File: config.mk
export PLATFORM = sky130hd
export DESIGN_NAME = regfile_sb_flat
export DESIGN_NICKNAME = d
export VERILOG_FILES = /design/src/rtl/regfile_pkg.sv /design/src/rtl/regfile_sb_if.sv /design/src/rtl/rf_read_port.sv /design/src/rtl/regfile_sb.sv /design/src/flat_wrapper.sv
export SDC_FILE = /design/constraint.sdc
export NUM_CORES = 1
export LEC_CHECK = 0
export CAP_MARGIN = 20
export CELL_PAD_IN_SITES_DETAIL_PLACEMENT = 1
export CELL_PAD_IN_SITES_GLOBAL_PLACEMENT = 1
export CORE_ASPECT_RATIO = 1.25
export CORE_MARGIN = 2
export CORE_UTILIZATION = 35
export CTS_BUF_LIST = sky130_fd_sc_hd__clkbuf_8
export CTS_CLUSTER_DIAMETER = 100
export DETAILED_ROUTE_END_ITERATION = 8
export PLACE_DENSITY_LB_ADDON = 0.3
export RECOVER_POWER = 50
export SYNTH_ARGS = -nofsm -noshare
export SYNTH_HDL_FRONTEND = slang
export SYNTH_SLANG_ARGS = --single-unit
File: constraint.sdc
create_clock -name clk -period 2 [get_ports clk]
set_input_delay 0.3 -clock clk [delete_from_list [all_inputs] [get_ports clk]]
set_output_delay 0.3 -clock clk [all_outputs]
set_load 0.02 [all_outputs]
File: src/rtl/regfile_pkg.sv
// ============================================================
// regfile_pkg : shared defaults and helpers for regfile_sb
// Rev 1.0
// ============================================================
`default_nettype none

package regfile_pkg;

  localparam int RF_DATA_W = 8;
  localparam int RF_ADDR_W = 3;

  function automatic int rf_depth(input int addr_w);
    return 1 << addr_w;
  endfunction

endpackage

`default_nettype wire

File: src/rtl/regfile_sb_if.sv
// ============================================================
// regfile_sb_if : write, scoreboard and read-port bundle for regfile_sb
// Rev 1.0
// ============================================================
`default_nettype none

interface regfile_sb_if
  import regfile_pkg::*;
#(
  parameter int DATA_W = RF_DATA_W,
  parameter int ADDR_W = RF_ADDR_W,
  parameter int NUM_RD = 2
);

  localparam int DEPTH = rf_depth(ADDR_W);

  logic                     wr_en;
  logic [ADDR_W-1:0]        wr_addr;
  logic [DATA_W-1:0]        wr_data;
  logic                     mark_en;
  logic [ADDR_W-1:0]        mark_addr;
  logic                     flush;
  logic [NUM_RD*ADDR_W-1:0] rd_addr;
  logic [NUM_RD*DATA_W-1:0] rd_data;
  logic [NUM_RD-1:0]        rd_busy;
  logic [DEPTH-1:0]         busy_vec;

  modport master (
    output wr_en, wr_addr, wr_data, mark_en, mark_addr, flush, rd_addr,
    input  rd_data, rd_busy, busy_vec
  );

  modport slave (
    input  wr_en, wr_addr, wr_data, mark_en, mark_addr, flush, rd_addr,
    output rd_data, rd_busy, busy_vec
  );

endinterface

`default_nettype wire

File: src/rtl/rf_read_port.sv
// ============================================================
// rf_read_port : one read port -- mux, bypass/zero override, busy view
// Rev 1.0
// ============================================================
`default_nettype none

module rf_read_port #(
  parameter int DATA_W   = 8,
  parameter int ADDR_W   = 3,
  parameter int DEPTH    = 8,
  parameter int ZERO_REG = 1,
  parameter int BYPASS   = 1
) (
  input  wire logic [DEPTH-1:0][DATA_W-1:0] regs,
  input  wire logic [DEPTH-1:0]             busy,
  input  wire logic                         wr_en,
  input  wire logic [ADDR_W-1:0]            wr_addr,
  input  wire logic [DATA_W-1:0]            wr_data,
  input  wire logic [ADDR_W-1:0]            rd_addr,
  output logic      [DATA_W-1:0]            rd_data,
  output logic                              rd_busy
);

  logic hit;

  always_comb begin
    hit     = wr_en && (wr_addr == rd_addr);
    rd_data = regs[rd_addr];
    rd_busy = busy[rd_addr];
    if ((BYPASS != 0) && hit) begin
      rd_data = wr_data;
      rd_busy = 1'b0;
    end
    // The hardwired zero wins even over a same-cycle write to r0.
    if ((ZERO_REG != 0) && (rd_addr == '0)) begin
      rd_data = '0;
    end
  end

endmodule

`default_nettype wire

File: src/rtl/regfile_sb.sv
// ============================================================
// regfile_sb : parametrised register file with per-register busy scoreboard
// Rev 1.0
// ============================================================
`default_nettype none

module regfile_sb
  import regfile_pkg::*;
#(
  parameter int DATA_W   = RF_DATA_W,
  parameter int ADDR_W   = RF_ADDR_W,
  parameter int NUM_RD   = 2,
  parameter int ZERO_REG = 1,
  parameter int BYPASS   = 1
) (
  input wire logic   clk,
  input wire logic   rst_n,
  regfile_sb_if.slave bus
);

  localparam int DEPTH = rf_depth(ADDR_W);

  logic [DEPTH-1:0][DATA_W-1:0]  regs;
  logic [DEPTH-1:0]              busy;
  logic [NUM_RD-1:0][DATA_W-1:0] port_data;
  logic                          wr_live;
  logic                          wr_drop;

  // A write presented while reset is held must not leak through the bypass path.
  assign wr_live = bus.wr_en & rst_n;
  assign wr_drop = (ZERO_REG != 0) && (bus.wr_addr == '0);

  always_ff @(posedge clk or negedge rst_n) begin
    if (!rst_n) begin
      regs <= '0;
    end else if (bus.wr_en && !wr_drop) begin
      regs[bus.wr_addr] <= bus.wr_data;
    end
  end

  always_ff @(posedge clk or negedge rst_n) begin
    if (!rst_n) begin
      busy <= '0;
    end else begin
      for (int r = 0; r < DEPTH; r++) begin
        if (bus.flush || ((ZERO_REG != 0) && (r == 0))) begin
          busy[r] <= 1'b0;
        end else if (bus.mark_en && (bus.mark_addr == ADDR_W'(r))) begin
          busy[r] <= 1'b1;
        end else if (bus.wr_en && (bus.wr_addr == ADDR_W'(r))) begin
          busy[r] <= 1'b0;
        end
      end
    end
  end

  for (genvar i = 0; i < NUM_RD; i++) begin : g_rd_port
    rf_read_port #(
      .DATA_W   (DATA_W),
      .ADDR_W   (ADDR_W),
      .DEPTH    (DEPTH),
      .ZERO_REG (ZERO_REG),
      .BYPASS   (BYPASS)
    ) u_port (
      .regs    (regs),
      .busy    (busy),
      .wr_en   (wr_live),
      .wr_addr (bus.wr_addr),
      .wr_data (bus.wr_data),
      .rd_addr (bus.rd_addr[i*ADDR_W +: ADDR_W]),
      .rd_data (port_data[i]),
      .rd_busy (bus.rd_busy[i])
    );
  end

  assign bus.rd_data  = port_data;
  assign bus.busy_vec = busy;

endmodule

`default_nettype wire

File: src/flat_wrapper.sv
// flat-port wrapper written by rule: the top's interface ports become plain ports
module regfile_sb_flat import regfile_pkg::*;
#(
  parameter int DATA_W   = RF_DATA_W,
  parameter int ADDR_W   = RF_ADDR_W,
  parameter int NUM_RD   = 2,
  parameter int ZERO_REG = 1,
  parameter int BYPASS   = 1
)
  (clk, rst_n, bus_wr_en, bus_wr_addr, bus_wr_data, bus_mark_en, bus_mark_addr, bus_flush, bus_rd_addr, bus_rd_data, bus_rd_busy, bus_busy_vec);
  regfile_sb_if #(.DATA_W(DATA_W), .ADDR_W(ADDR_W), .NUM_RD(NUM_RD)) bus_i ();
  input wire logic clk;
  input wire logic rst_n;
  input wire logic [$bits(bus_i.wr_en)-1:0] bus_wr_en;
  input wire logic [$bits(bus_i.wr_addr)-1:0] bus_wr_addr;
  input wire logic [$bits(bus_i.wr_data)-1:0] bus_wr_data;
  input wire logic [$bits(bus_i.mark_en)-1:0] bus_mark_en;
  input wire logic [$bits(bus_i.mark_addr)-1:0] bus_mark_addr;
  input wire logic [$bits(bus_i.flush)-1:0] bus_flush;
  input wire logic [$bits(bus_i.rd_addr)-1:0] bus_rd_addr;
  output wire logic [$bits(bus_i.rd_data)-1:0] bus_rd_data;
  output wire logic [$bits(bus_i.rd_busy)-1:0] bus_rd_busy;
  output wire logic [$bits(bus_i.busy_vec)-1:0] bus_busy_vec;
  assign bus_i.wr_en = bus_wr_en;
  assign bus_i.wr_addr = bus_wr_addr;
  assign bus_i.wr_data = bus_wr_data;
  assign bus_i.mark_en = bus_mark_en;
  assign bus_i.mark_addr = bus_mark_addr;
  assign bus_i.flush = bus_flush;
  assign bus_i.rd_addr = bus_rd_addr;
  assign bus_rd_data = bus_i.rd_data;
  assign bus_rd_busy = bus_i.rd_busy;
  assign bus_busy_vec = bus_i.busy_vec;
  regfile_sb #(.DATA_W(DATA_W), .ADDR_W(ADDR_W), .NUM_RD(NUM_RD), .ZERO_REG(ZERO_REG), .BYPASS(BYPASS)) u_core (.clk(clk), .rst_n(rst_n), .bus(bus_i));
endmodule
==> flow_metrics.py <==
metrics = {
    "outcome": {
        "status": "finished with violations",
        "violations": "negative setup slack",
    },
    "sta": {
        "hold_viol": 0,
        "rsz0062_at_grt": "true",
        "slew_headroom_pct": 37.1,
        "layout_min_cycle_time_ps": 2090,
        "timing.hold.ws_ps": 261,
        "timing.final.ws_setup_ps": -89.0,
        "tightest_slew_ps": 944,
        "finClkSkew_ps": 0,
        "finalMaxSlewViolations": 0,
        "max_clock_freq_ghz": 0.479,
        "setup_viol": 14,
        "min_period_over_period_pct": 104,
    },
    "final_layout": {
        "fillCellCount": 1122,
        "final_layout_size_suffix_gt1_share_pct": 61.7,
        "insertedDiodeCount": 0,
        "final_nets": 414,
        "multiInputGateArea_um2": 2430,
        "layout_common_cells": "dfrtp_1, mux2_2, buf_4",
        "fin_cells": 529,
        "final_common_cell": "dfrtp_1",
        "syn2layout_area_growth_pct": 40.9,
        "finalInstanceArea_um2": 5710,
        "seq_area_um2": 1780,
    },
    "clocking": {
        "ctsLongestPathBuffers": 2,
        "cts-root-buf": "clkbuf_8",
        "clk_pin_slew_ps": 70,
        "cts.sinks": 71,
        "cts_tree": "built",
        "cts_inserted_buffers": 9,
        "worstSkewPairLatency_ps": 340,
        "cts_max_level": 3,
        "hold_buffers": 0,
    },
    "yosys": {
        "synth_top_family_by_area": "multiplexers",
        "syn_avg_cell_area_um2": 13.8,
        "synth.cell_area_um2": 4050,
        "seq_area_frac_synth_pct": 43.9,
        "ys_types": 27,
        "synthAdderAreaFrac_pct": 0,
        "ys_ff_latch": 71,
        "synth_cells": 294,
        "synthesis.nets": 319,
        "synth_compound_area_share_pct": 4.60,
        "synthFlopType": "dfrtp_1",
        "synthArstFlopShare_pct": 100,
        "ys_warn_count": 0,
        "synth_xor_area_share_pct": 1.30,
        "synth_edf_count": 0,
        "synth-simple-area-share_pct": 6.36,
        "synth_mux_area_share_pct": 39.5,
    },
    "global_routing": {
        "overflow": 0,
        "grt_usage_pct": 20.6,
        "met3_usage_pct": 3.59,
        "antenna_found_initial": 0,
        "grt_pass1_vias": 3380,
        "grt.busiest_layer": "met2",
        "met2_usage_pct": 36.8,
        "grtUsageMet1_pct": 24.3,
        "grt_pass1_wl_mm": 19.1,
        "grt_max_degree": 40,
    },
    "critical_path": {
        "cp.required_ps": 1700,
        "critPathLaunch": "bus_wr_addr[1]",
        "r2r_start": "u_core.regs[58]",
        "crit_path_start_kind": "input port",
        "crit_arrival_ps": 1790,
        "worstSetupEndpointType": "output port",
        "crit_path_max_fanout": 7,
        "criticalPathCategory": "input port to output port",
    },
    "power": {
        "ir_drop_v": 0.000431,
        "p_per_area_nw_per_um2": 816,
        "power_leakage_nw": 2.34,
    },
    "floorplanning": {
        "rows": 43,
        "die_x_um": 100,
        "pin_count": 51,
        "die_y_um": 124,
        "dieArea_um2": 12500,
        "coreArea_um2": 11200,
        "initial_core_util_pct": 36.2,
    },
    "route": {
        "drc_errors": 0,
        "drt-pass1-iter-count": 4,
        "routed_wl_mm": 12.0,
        "drt_iter0_drc": 111,
        "num_vias": 2945,
        "vias_per_cell": 5.57,
        "drt-wirelength-per-cell_um": 22.6,
        "antenna_left": 0,
    },
    "place": {
        "dp_cells": 504,
        "dpl-instance-area_um2": 5230,
        "dp_hpwl_mm": 8.34,
        "gp_congestion": 0.823,
        "numPortBuffers": 49,
    },
    "min_path": {
        "min_path_type": "input port to asynchronous set/reset pin",
    },
    "run": {
        "cap_violations": 0,
    },
}
-- Yosys cell counts, types with 4 or more instances --
cell type | count | share of area (%)
dfrtp_1 | 71 | 44
mux2_2 | 58 | 16
mux4_2 | 34 | 19
nor2_1 | 20 | 1.9
mux2i_1 | 18 | 4.4
a211oi_1 | 14 | 2.6
clkbuf_1 | 12 | 1.1
buf_2 | 10 | 1.2
nand2_1 | 9 | 0.83
buf_4 | 6 | 1.1
xor2_1 | 6 | 1.3
a21oi_1 | 4 | 0.49
-- routing by layer --
layer | routed length [um] | share of wire [%] | up-vias
li1 | - | - | 1298
met1 | 4800 | 40 | 1559
met2 | 6570 | 55 | 66
met3 | 303 | 2.5 | 22
met4 | 302 | 2.5 | 0
met5 | 0 | 0 | -
-- kinds of logic (layout without fill, tap and decap cells) --
| group | Yosys count | after routing |
|---|---|---|
| muxes | 110 | 110 |
| xor gates and xnor gates | 6 | 6 |
| DFF | 71 | 71 |
| other | 1 | 1 |
| and+or+nand+nor | 50 | 50 |
| AOI/OAI and AO/OA | 25 | 25 |
| buffers and inverters | 31 | 131 |
-- worst max-delay path, cell delays in order --
cell and delay (ps):
buf_8 100, xor2_2 160, or4_4 630, buf_12 200, a211oi_4 240, buf_6 160
-- per-stage QoR --
| step | TNS (ps) | setup WS (ps) | power [mW] | util [%] |
|---|---|---|---|---|
| after detailed placement | -17290 | -995 | 3.31 | 46.7 |
| after CTS | -307 | -82.1 | 4.61 | 50.4 |
| after floorplan | -427 | -48.4 | 2.75 | - |
| after global placement | -16070 | -980 | 3.24 | 46.7 |
| after global routing | -1070 | -100 | 4.87 | 51.0 |
| final | -561 | -89.0 | 4.66 | 51.0 |
-- worst paths after layout --
check	endpoint	slack, ps	cells past startpoint
setup / recovery	bus_rd_data[3]	-90	6
hold / removal	u_core.regs[18]	260	2
setup reg to reg	u_core.regs[58]	980	3
hold reg to reg	u_core.regs[2]	400	0
max in group asynchronous	u_core.regs[15]	700	3
min in group clk	u_core.regs[2]	400	0
-- registers in the layout, summed over array words and instances (netlist names) --
register             count
u_core.bus.busy_vec      7
u_core.regs             64
-- repair_timing --
| item | 4_1_cts | 5_1_grt |
|---|---|---|
| endpoints found under the hold margin | 0 | 0 |
| gates cloned | 2 | 0 |
| setup buffers | 3 | 4 |
| pin swaps | 12 | 12 |
| endpoints found under the setup margin | 18 | 18 |
| resized for setup | 190 | 20 |
-- power breakdown --
part	total (mW)	switching (mW)	internal, mW
logic	1.57	0.636	0.936
registers	1.88	0.190	1.69
clock network	1.20	0.533	0.670
total	4.66	1.36	3.30
-- layout make-up --
class                   count  share of cell area (%)
multi-input cells         192                    42.6
flip-flops and latches     71                    31.1
repair buffers            115                    19.7
well taps                 135                    2.96
clock buffers              12                    2.89
clock inverters             4                   0.789
No activity file was read; power rests on OpenSTA's default activity.
